### src/rtl/sysver_boot_reader_if.sv
// AXI4-lite read-only channel bundle between the boot reader and the version core.
interface sysver_boot_reader_if #(
  parameter int unsigned AW = 4,
  parameter int unsigned DW = 32
);
  logic [AW-1:0] araddr;
  logic [2:0]    arprot;
  logic          arvalid;
  logic          arready;
  logic [DW-1:0] rdata;
  logic [1:0]    rresp;
  logic          rvalid;
  logic          rready;

  modport master (
    output araddr, arprot, arvalid, rready,
    input  arready, rdata, rresp, rvalid
  );

  modport slave (
    input  araddr, arprot, arvalid, rready,
    output arready, rdata, rresp, rvalid
  );
endinterface

### src/rtl/sysver_boot_reader.sv
// Reads FPGA_VER, FPGA_VER_BUILD and BOARD from the version core over AXI4-lite
// and holds them as stable parallel outputs for bus-less consumers.
module sysver_boot_reader #(
  parameter int unsigned C_M_AXI_ADDR_WIDTH = 4,
  parameter int unsigned C_M_AXI_DATA_WIDTH = 32,
  parameter int unsigned C_BASE_ADDR        = 0,
  parameter int unsigned C_AUTO_START       = 1,
  parameter int unsigned C_TIMEOUT          = 255
) (
  input  logic                          m_axi_aclk,
  input  logic                          m_axi_areset,
  input  logic                          start,
  output logic                          busy,
  output logic                          done,
  output logic                          valid,
  output logic                          error,
  output logic                          timeout,
  output logic [C_M_AXI_DATA_WIDTH-1:0] fpga_ver,
  output logic [C_M_AXI_DATA_WIDTH-1:0] fpga_ver_build,
  output logic [C_M_AXI_DATA_WIDTH-1:0] board_word,
  sysver_boot_reader_if.master          m_axi
);

  localparam int unsigned AW = C_M_AXI_ADDR_WIDTH;
  localparam int unsigned DW = C_M_AXI_DATA_WIDTH;
  localparam int unsigned TW = 16;
  localparam logic [TW-1:0] TMO_LIMIT = TW'(C_TIMEOUT);

  typedef enum logic [1:0] {IDLE, ADDR, DATA, NEXT} state_t;

  state_t        state_q, state_d;
  logic [1:0]    idx_q, idx_d;
  logic          auto_q, auto_d;
  logic [TW-1:0] tmo_q, tmo_d;
  logic          tick;
  logic          busy_d, done_d, valid_d, error_d, timeout_d;
  logic          arvalid_q, arvalid_d;
  logic          rready_q, rready_d;
  logic [AW-1:0] araddr_q, araddr_d;
  logic [DW-1:0] ver_d, build_d, board_d;
  logic          ar_hs, r_hs;

  function automatic logic [AW-1:0] addr_of(input logic [1:0] i);
    return AW'(C_BASE_ADDR + 32'(i) * 32'd4);
  endfunction

  assign ar_hs = arvalid_q & m_axi.arready;
  assign r_hs  = rready_q & m_axi.rvalid;

  assign m_axi.araddr  = araddr_q;
  assign m_axi.arprot  = 3'b000;
  assign m_axi.arvalid = arvalid_q;
  assign m_axi.rready  = rready_q;

  // Next-state and registered-output logic
  always_comb begin
    state_d   = state_q;
    idx_d     = idx_q;
    auto_d    = auto_q;
    tmo_d     = tmo_q;
    tick      = 1'b0;
    busy_d    = busy;
    done_d    = 1'b0;
    valid_d   = valid;
    error_d   = error;
    timeout_d = timeout;
    arvalid_d = arvalid_q;
    rready_d  = rready_q;
    araddr_d  = araddr_q;
    ver_d     = fpga_ver;
    build_d   = fpga_ver_build;
    board_d   = board_word;

    case (state_q)
      IDLE: begin
        // a start coinciding with the done pulse is deliberately dropped
        if (auto_q || (start && !done)) begin
          state_d   = ADDR;
          idx_d     = 2'd0;
          auto_d    = 1'b0;
          tmo_d     = '0;
          busy_d    = 1'b1;
          valid_d   = 1'b0;
          error_d   = 1'b0;
          timeout_d = 1'b0;
          arvalid_d = 1'b1;
          araddr_d  = addr_of(2'd0);
        end
      end
      ADDR: begin
        if (ar_hs) begin
          state_d   = DATA;
          arvalid_d = 1'b0;
          rready_d  = 1'b1;
          tmo_d     = '0;
        end else begin
          tick = 1'b1;
        end
      end
      DATA: begin
        if (r_hs) begin
          rready_d = 1'b0;
          tmo_d    = '0;
          if (m_axi.rresp == 2'b00) begin
            state_d = NEXT;
            case (idx_q)
              2'd0:    ver_d   = m_axi.rdata;
              2'd1:    build_d = m_axi.rdata;
              default: board_d = m_axi.rdata;
            endcase
          end else begin
            state_d = IDLE;
            error_d = 1'b1;
            done_d  = 1'b1;
            busy_d  = 1'b0;
          end
        end else begin
          tick = 1'b1;
        end
      end
      NEXT: begin
        if (idx_q == 2'd2) begin
          state_d = IDLE;
          valid_d = 1'b1;
          done_d  = 1'b1;
          busy_d  = 1'b0;
        end else begin
          state_d   = ADDR;
          idx_d     = idx_q + 2'd1;
          arvalid_d = 1'b1;
          araddr_d  = addr_of(idx_q + 2'd1);
        end
      end
      default: state_d = IDLE;
    endcase

    // Watchdog only flags; the handshake is never withdrawn
    if (tick && (tmo_q != TMO_LIMIT)) begin
      tmo_d = tmo_q + TW'(1);
      if (tmo_d == TMO_LIMIT) begin
        timeout_d = 1'b1;
        error_d   = 1'b1;
      end
    end
  end

  always_ff @(posedge m_axi_aclk or posedge m_axi_areset) begin
    if (m_axi_areset) begin
      state_q        <= IDLE;
      idx_q          <= 2'd0;
      auto_q         <= 1'(C_AUTO_START != 0);
      tmo_q          <= '0;
      busy           <= 1'b0;
      done           <= 1'b0;
      valid          <= 1'b0;
      error          <= 1'b0;
      timeout        <= 1'b0;
      arvalid_q      <= 1'b0;
      rready_q       <= 1'b0;
      araddr_q       <= '0;
      fpga_ver       <= '0;
      fpga_ver_build <= '0;
      board_word     <= '0;
    end else begin
      state_q        <= state_d;
      idx_q          <= idx_d;
      auto_q         <= auto_d;
      tmo_q          <= tmo_d;
      busy           <= busy_d;
      done           <= done_d;
      valid          <= valid_d;
      error          <= error_d;
      timeout        <= timeout_d;
      arvalid_q      <= arvalid_d;
      rready_q       <= rready_d;
      araddr_q       <= araddr_d;
      fpga_ver       <= ver_d;
      fpga_ver_build <= build_d;
      board_word     <= board_d;
    end
  end

endmodule

### src/flat_wrapper.sv
// flat-port wrapper written by rule: the top's interface ports become plain ports
module sysver_boot_reader_flat 
#(
  parameter int unsigned C_M_AXI_ADDR_WIDTH = 4,
  parameter int unsigned C_M_AXI_DATA_WIDTH = 32,
  parameter int unsigned C_BASE_ADDR        = 0,
  parameter int unsigned C_AUTO_START       = 1,
  parameter int unsigned C_TIMEOUT          = 255
)
  (m_axi_aclk, m_axi_areset, start, busy, done, valid, error, timeout, fpga_ver, fpga_ver_build, board_word, m_axi_araddr, m_axi_arprot, m_axi_arvalid, m_axi_rready, m_axi_arready, m_axi_rdata, m_axi_rresp, m_axi_rvalid);
  sysver_boot_reader_if #(.AW((4)), .DW((32))) m_axi_i ();
  input  logic m_axi_aclk;
  input  logic m_axi_areset;
  input  logic start;
  output logic busy;
  output logic done;
  output logic valid;
  output logic error;
  output logic timeout;
  output logic [C_M_AXI_DATA_WIDTH-1:0] fpga_ver;
  output logic [C_M_AXI_DATA_WIDTH-1:0] fpga_ver_build;
  output logic [C_M_AXI_DATA_WIDTH-1:0] board_word;
  output wire logic [$bits(m_axi_i.araddr)-1:0] m_axi_araddr;
  output wire logic [$bits(m_axi_i.arprot)-1:0] m_axi_arprot;
  output wire logic [$bits(m_axi_i.arvalid)-1:0] m_axi_arvalid;
  output wire logic [$bits(m_axi_i.rready)-1:0] m_axi_rready;
  input wire logic [$bits(m_axi_i.arready)-1:0] m_axi_arready;
  input wire logic [$bits(m_axi_i.rdata)-1:0] m_axi_rdata;
  input wire logic [$bits(m_axi_i.rresp)-1:0] m_axi_rresp;
  input wire logic [$bits(m_axi_i.rvalid)-1:0] m_axi_rvalid;
  assign m_axi_araddr = m_axi_i.araddr;
  assign m_axi_arprot = m_axi_i.arprot;
  assign m_axi_arvalid = m_axi_i.arvalid;
  assign m_axi_rready = m_axi_i.rready;
  assign m_axi_i.arready = m_axi_arready;
  assign m_axi_i.rdata = m_axi_rdata;
  assign m_axi_i.rresp = m_axi_rresp;
  assign m_axi_i.rvalid = m_axi_rvalid;
  sysver_boot_reader #(.C_M_AXI_ADDR_WIDTH(C_M_AXI_ADDR_WIDTH), .C_M_AXI_DATA_WIDTH(C_M_AXI_DATA_WIDTH), .C_BASE_ADDR(C_BASE_ADDR), .C_AUTO_START(C_AUTO_START), .C_TIMEOUT(C_TIMEOUT)) u_core (.m_axi_aclk(m_axi_aclk), .m_axi_areset(m_axi_areset), .start(start), .busy(busy), .done(done), .valid(valid), .error(error), .timeout(timeout), .fpga_ver(fpga_ver), .fpga_ver_build(fpga_ver_build), .board_word(board_word), .m_axi(m_axi_i));
endmodule
### config.mk
export PLATFORM = sky130hd
export DESIGN_NAME = sysver_boot_reader_flat
export DESIGN_NICKNAME = d
export VERILOG_FILES = /design/src/rtl/sysver_boot_reader_if.sv /design/src/rtl/sysver_boot_reader.sv /design/src/flat_wrapper.sv
export SDC_FILE = /design/constraint.sdc
export NUM_CORES = 1
export LEC_CHECK = 0
export CORE_ASPECT_RATIO = 0.5
export CORE_UTILIZATION = 45
export CTS_BUF_LIST = sky130_fd_sc_hd__clkbuf_8
export DETAILED_ROUTE_END_ITERATION = 12
export PLACE_DENSITY = 0.77
export RECOVER_POWER = 25
export SETUP_SLACK_MARGIN = 0.3
export SYNTH_ARGS = -nofsm -noshare
export SYNTH_HDL_FRONTEND = slang
export SYNTH_SLANG_ARGS = --single-unit
### constraint.sdc
create_clock -name m_axi_aclk -period 4.15 [get_ports m_axi_aclk]
set_input_delay 0.83 -clock m_axi_aclk [delete_from_list [all_inputs] [get_ports m_axi_aclk]]
set_output_delay 0.83 -clock m_axi_aclk [all_outputs]
set_load 0.02 [all_outputs]
==> qor.yml <==
status: "complete, but fails checks"
violations: "max-capacitance violations, max-slew violations"
worst-setup-path-type: "input port to async pin"
rsz0062_at_grt: "no"
design_area_mm2: 0.007420
grt_pass1_wl_um: 19450
drc: 0
grt_overflow: 0
path_cells: "dlygate4sd3_1 -> clkinvlp_2 -> clkbuf_1"
coreArea_mm2: 0.01135
ys_seq_area_share_pct: 57.42
cts_setup_buffers: 0
viasPerCell: 5.174
cp-start-kind: "input port"
power_mw: 2.482
initial_utilization_pct: 47.63
ys_types: 50
setup_violations: 0
htreeDepth: 4
synth_area_per_cell_um2: 13.06
crit_slowest_cell: "clkinvlp_2"
ys.flop_type: "dfrtp_1"
num_vias: 3798
cap_viol_max_count: 1
synth_top_cell_area_share_pct: 56.93
combPwrFrac_pct: 3.1
drive_gt1_share_pct: 25.04
final_hold_viol_count: 0
yosys_warnings: 0
n_antenna_cell: 0
fin_crit_ns: 2.955
dieWidth_um: 157.0
drt_pass1_iterations: 4
p_sw_share_pct: 19.95
critical_path_required_ns: 4.51
cts-root-buf: "clkbuf_8"
p_int_mw: 1.987
row_count: 27
wire_per_inst_um: 16.40
area.growth.synth_to_final_pct: 37.24
numCtsBuffers: 17
antenna_found_initial: 0
synthTopCellsByArea: "dfrtp_1, mux2_2, ha_1, o21ai_0, nand2_1"
hold_ws_ns: 0.4848
synth_edf_count: 0
cts_tree: "done"
irDropWorstVdd_mv: 0.1748
syn_inst: 414
dp_hpwl_um: 8270
maxSlewViolCount: 37
synth_top_area_cell: "dfrtp_1"
routed_wl_um: 12040
fin_crit_sh_pct: 71.21
static-leakage-power_nw: 3.529
worst_slew_pin_slew_ns: 1.688
max_freq_mhz: 338.4
p_seq_share_pct: 48.7
cts_max_path_buffers: 2
synth_common_cells: "dfrtp_1, mux2_2, o21ai_0, nand2_1, nor2_1"
grt_max_degree: 68
clkTransAtPathRegs_ns: 0.07
drtAntennaViolNets: 0
skew_ns: 0.01002
p_sw_mw: 0.4952
place_congestion: 0.8306
netlist_area_mm2: 0.005406
ys_seq_elements: 124
p_clk_share_pct: 48.2
cp_max_fo: 37
finalNetCount: 613
io_buffers: 143
drtIter0Drc: 148
clk-insertion-delay-late_ns: 0.43
dieArea_mm2: 0.01248
hold_class: "flip-flop to flip-flop"
crit_path_end_kind: "async pin"
slowest_delay_ns: 0.98
grt_usage_pct: 20.67
io_pins: 149
cts_sinks: 124
dpl_cell_area_mm2: 0.006972
tns_ns: 0
cts_resized: 0
async_reset_ff_share_pct: 100.0
powerDensity_mw_per_mm2: 334.5
grt_pass1_vias: 3797
dieHeight_um: 79.51
synth.most_common_cell: "dfrtp_1"
slew_headroom_pct: -13.14
worst_ep_arrival_time_ns: 3.31
hold_buffers: 0
critical path, delay by kind of cell:
kind,cells,cell delay (ns)
buffers and inverters,3,2.46
worst paths after layout:
check                                                   to  depth (start not counted)                         from  slack, ns
setup / recovery           u_core.fpga_ver[25]$_DFFE_PP0P_                          3                 m_axi_areset       1.19
hold / removal                    u_core.timeout$_DFF_PP0_                          2     u_core.timeout$_DFF_PP0_       0.48
setup reg to reg              u_core.tmo_q[10]$_DFFE_PP0P_                          6  u_core.tmo_q[0]$_DFFE_PP0P_       1.36
hold reg to reg                   u_core.timeout$_DFF_PP0_                          2     u_core.timeout$_DFF_PP0_       0.48
max in group m_axi_aclk       u_core.tmo_q[10]$_DFFE_PP0P_                          6                        start       1.28
min in group asynchronous    u_core.state_q[0]$_DFFE_PP0P_                          2                 m_axi_areset       1.27
cell usage in the layout (no fill, tap or decap), types with 2 or more instances in the layout:
master | synthesis | routed
inv_1 | 13 | 14
a22oi_1 | 2 | 2
dfrtp_1 | 123 | 123
clkbuf_8 | 0 | 23
xor2_1 | 4 | 4
a31oi_1 | 2 | 2
dlygate4sd3_1 | 0 | 2
a21o_1 | 3 | 3
conb_1 | 1 | 5
or3_2 | 4 | 4
nand4_1 | 6 | 6
clkdlybuf4s50_1 | 0 | 141
o21ai_0 | 22 | 22
ha_1 | 11 | 11
nor3b_1 | 4 | 4
bufinv_16 | 0 | 4
nor4_1 | 5 | 5
a22o_1 | 6 | 6
o22ai_1 | 2 | 2
nand3_1 | 6 | 6
o21ai_2 | 2 | 2
nor3_1 | 8 | 8
mux2_2 | 98 | 98
buf_4 | 5 | 3
a21oi_1 | 11 | 11
and4_1 | 2 | 2
xnor2_1 | 2 | 2
nor2_1 | 15 | 15
clkinv_2 | 0 | 2
or3_1 | 2 | 2
nand2_1 | 19 | 19
layout make-up:
type	count	area (um^2)
Sequential cell	124	3104
Multi-Input combinational cell	259	2135
Tap cell	159	198.9
Inverter	13	50.05
Timing Repair Buffer	148	1478
Clock buffer	23	316.6
Clock inverter	8	137.6
Fill cell	871	3931
through the flow:
stage / std cells / utilization (%) / worst slack [ns]
4_1_cts: 734 / 65.42 / 1.398
6_report: 734 / 65.37 / 1.195
2_1_floorplan: 418 / - / 1.796
3_5_place_dp: 703 / 61.42 / 1.025
3_3_place_gp: 703 / 61.42 / 1.069
5_1_grt: 734 / 65.37 / 0.7841
power groups by stage:
stage / logic (mW) / clock network [mW] / registers [mW]
finish: 0.0758 / 1.20 / 1.21
global route: 0.0846 / 1.29 / 1.21
CTS: 0.0792 / 1.23 / 1.21
detailed placement: 0.0788 / 0 / 1.23
global placement: 0.0778 / 0 / 1.23
floorplan: 0.0276 / 0 / 1.23
cell families after synthesis:
kind of cell | share of synthesized area [%]
simple gates | 7.753
mux | 20.60
compound gates | 7.267
xor+xnor | 0.9720
fa+ha+maj | 2.546
buf+inv | 3.379
flops | 57.42
other cells | 0.06936
routing by layer:
| metal | vias to the layer above | global-route usage, % | part of all wire [%] |
|---|---|---|---|
| met5 | - | 0 | 0 |
| met4 | 0 | 7.379 | 1.3 |
| met3 | 13 | 5.700 | 4.5 |
| met2 | 92 | 35.51 | 51 |
| met1 | 1918 | 25.15 | 43 |
| li1 | 1775 | - | - |
flip-flops by register name (all words and copies together), names as in the netlist:
name,count
u_core.auto_q,1
u_core.board_word,32
u_core.busy,1
u_core.done,1
u_core.error,1
u_core.fpga_ver,32
u_core.fpga_ver_build,32
u_core.m_axi.araddr,2
u_core.m_axi.arvalid,1
u_core.m_axi.rready,1
u_core.state_q,2
u_core.timeout,1
u_core.tmo_q,16
u_core.valid,1
(Power assumes the default switching activity.)
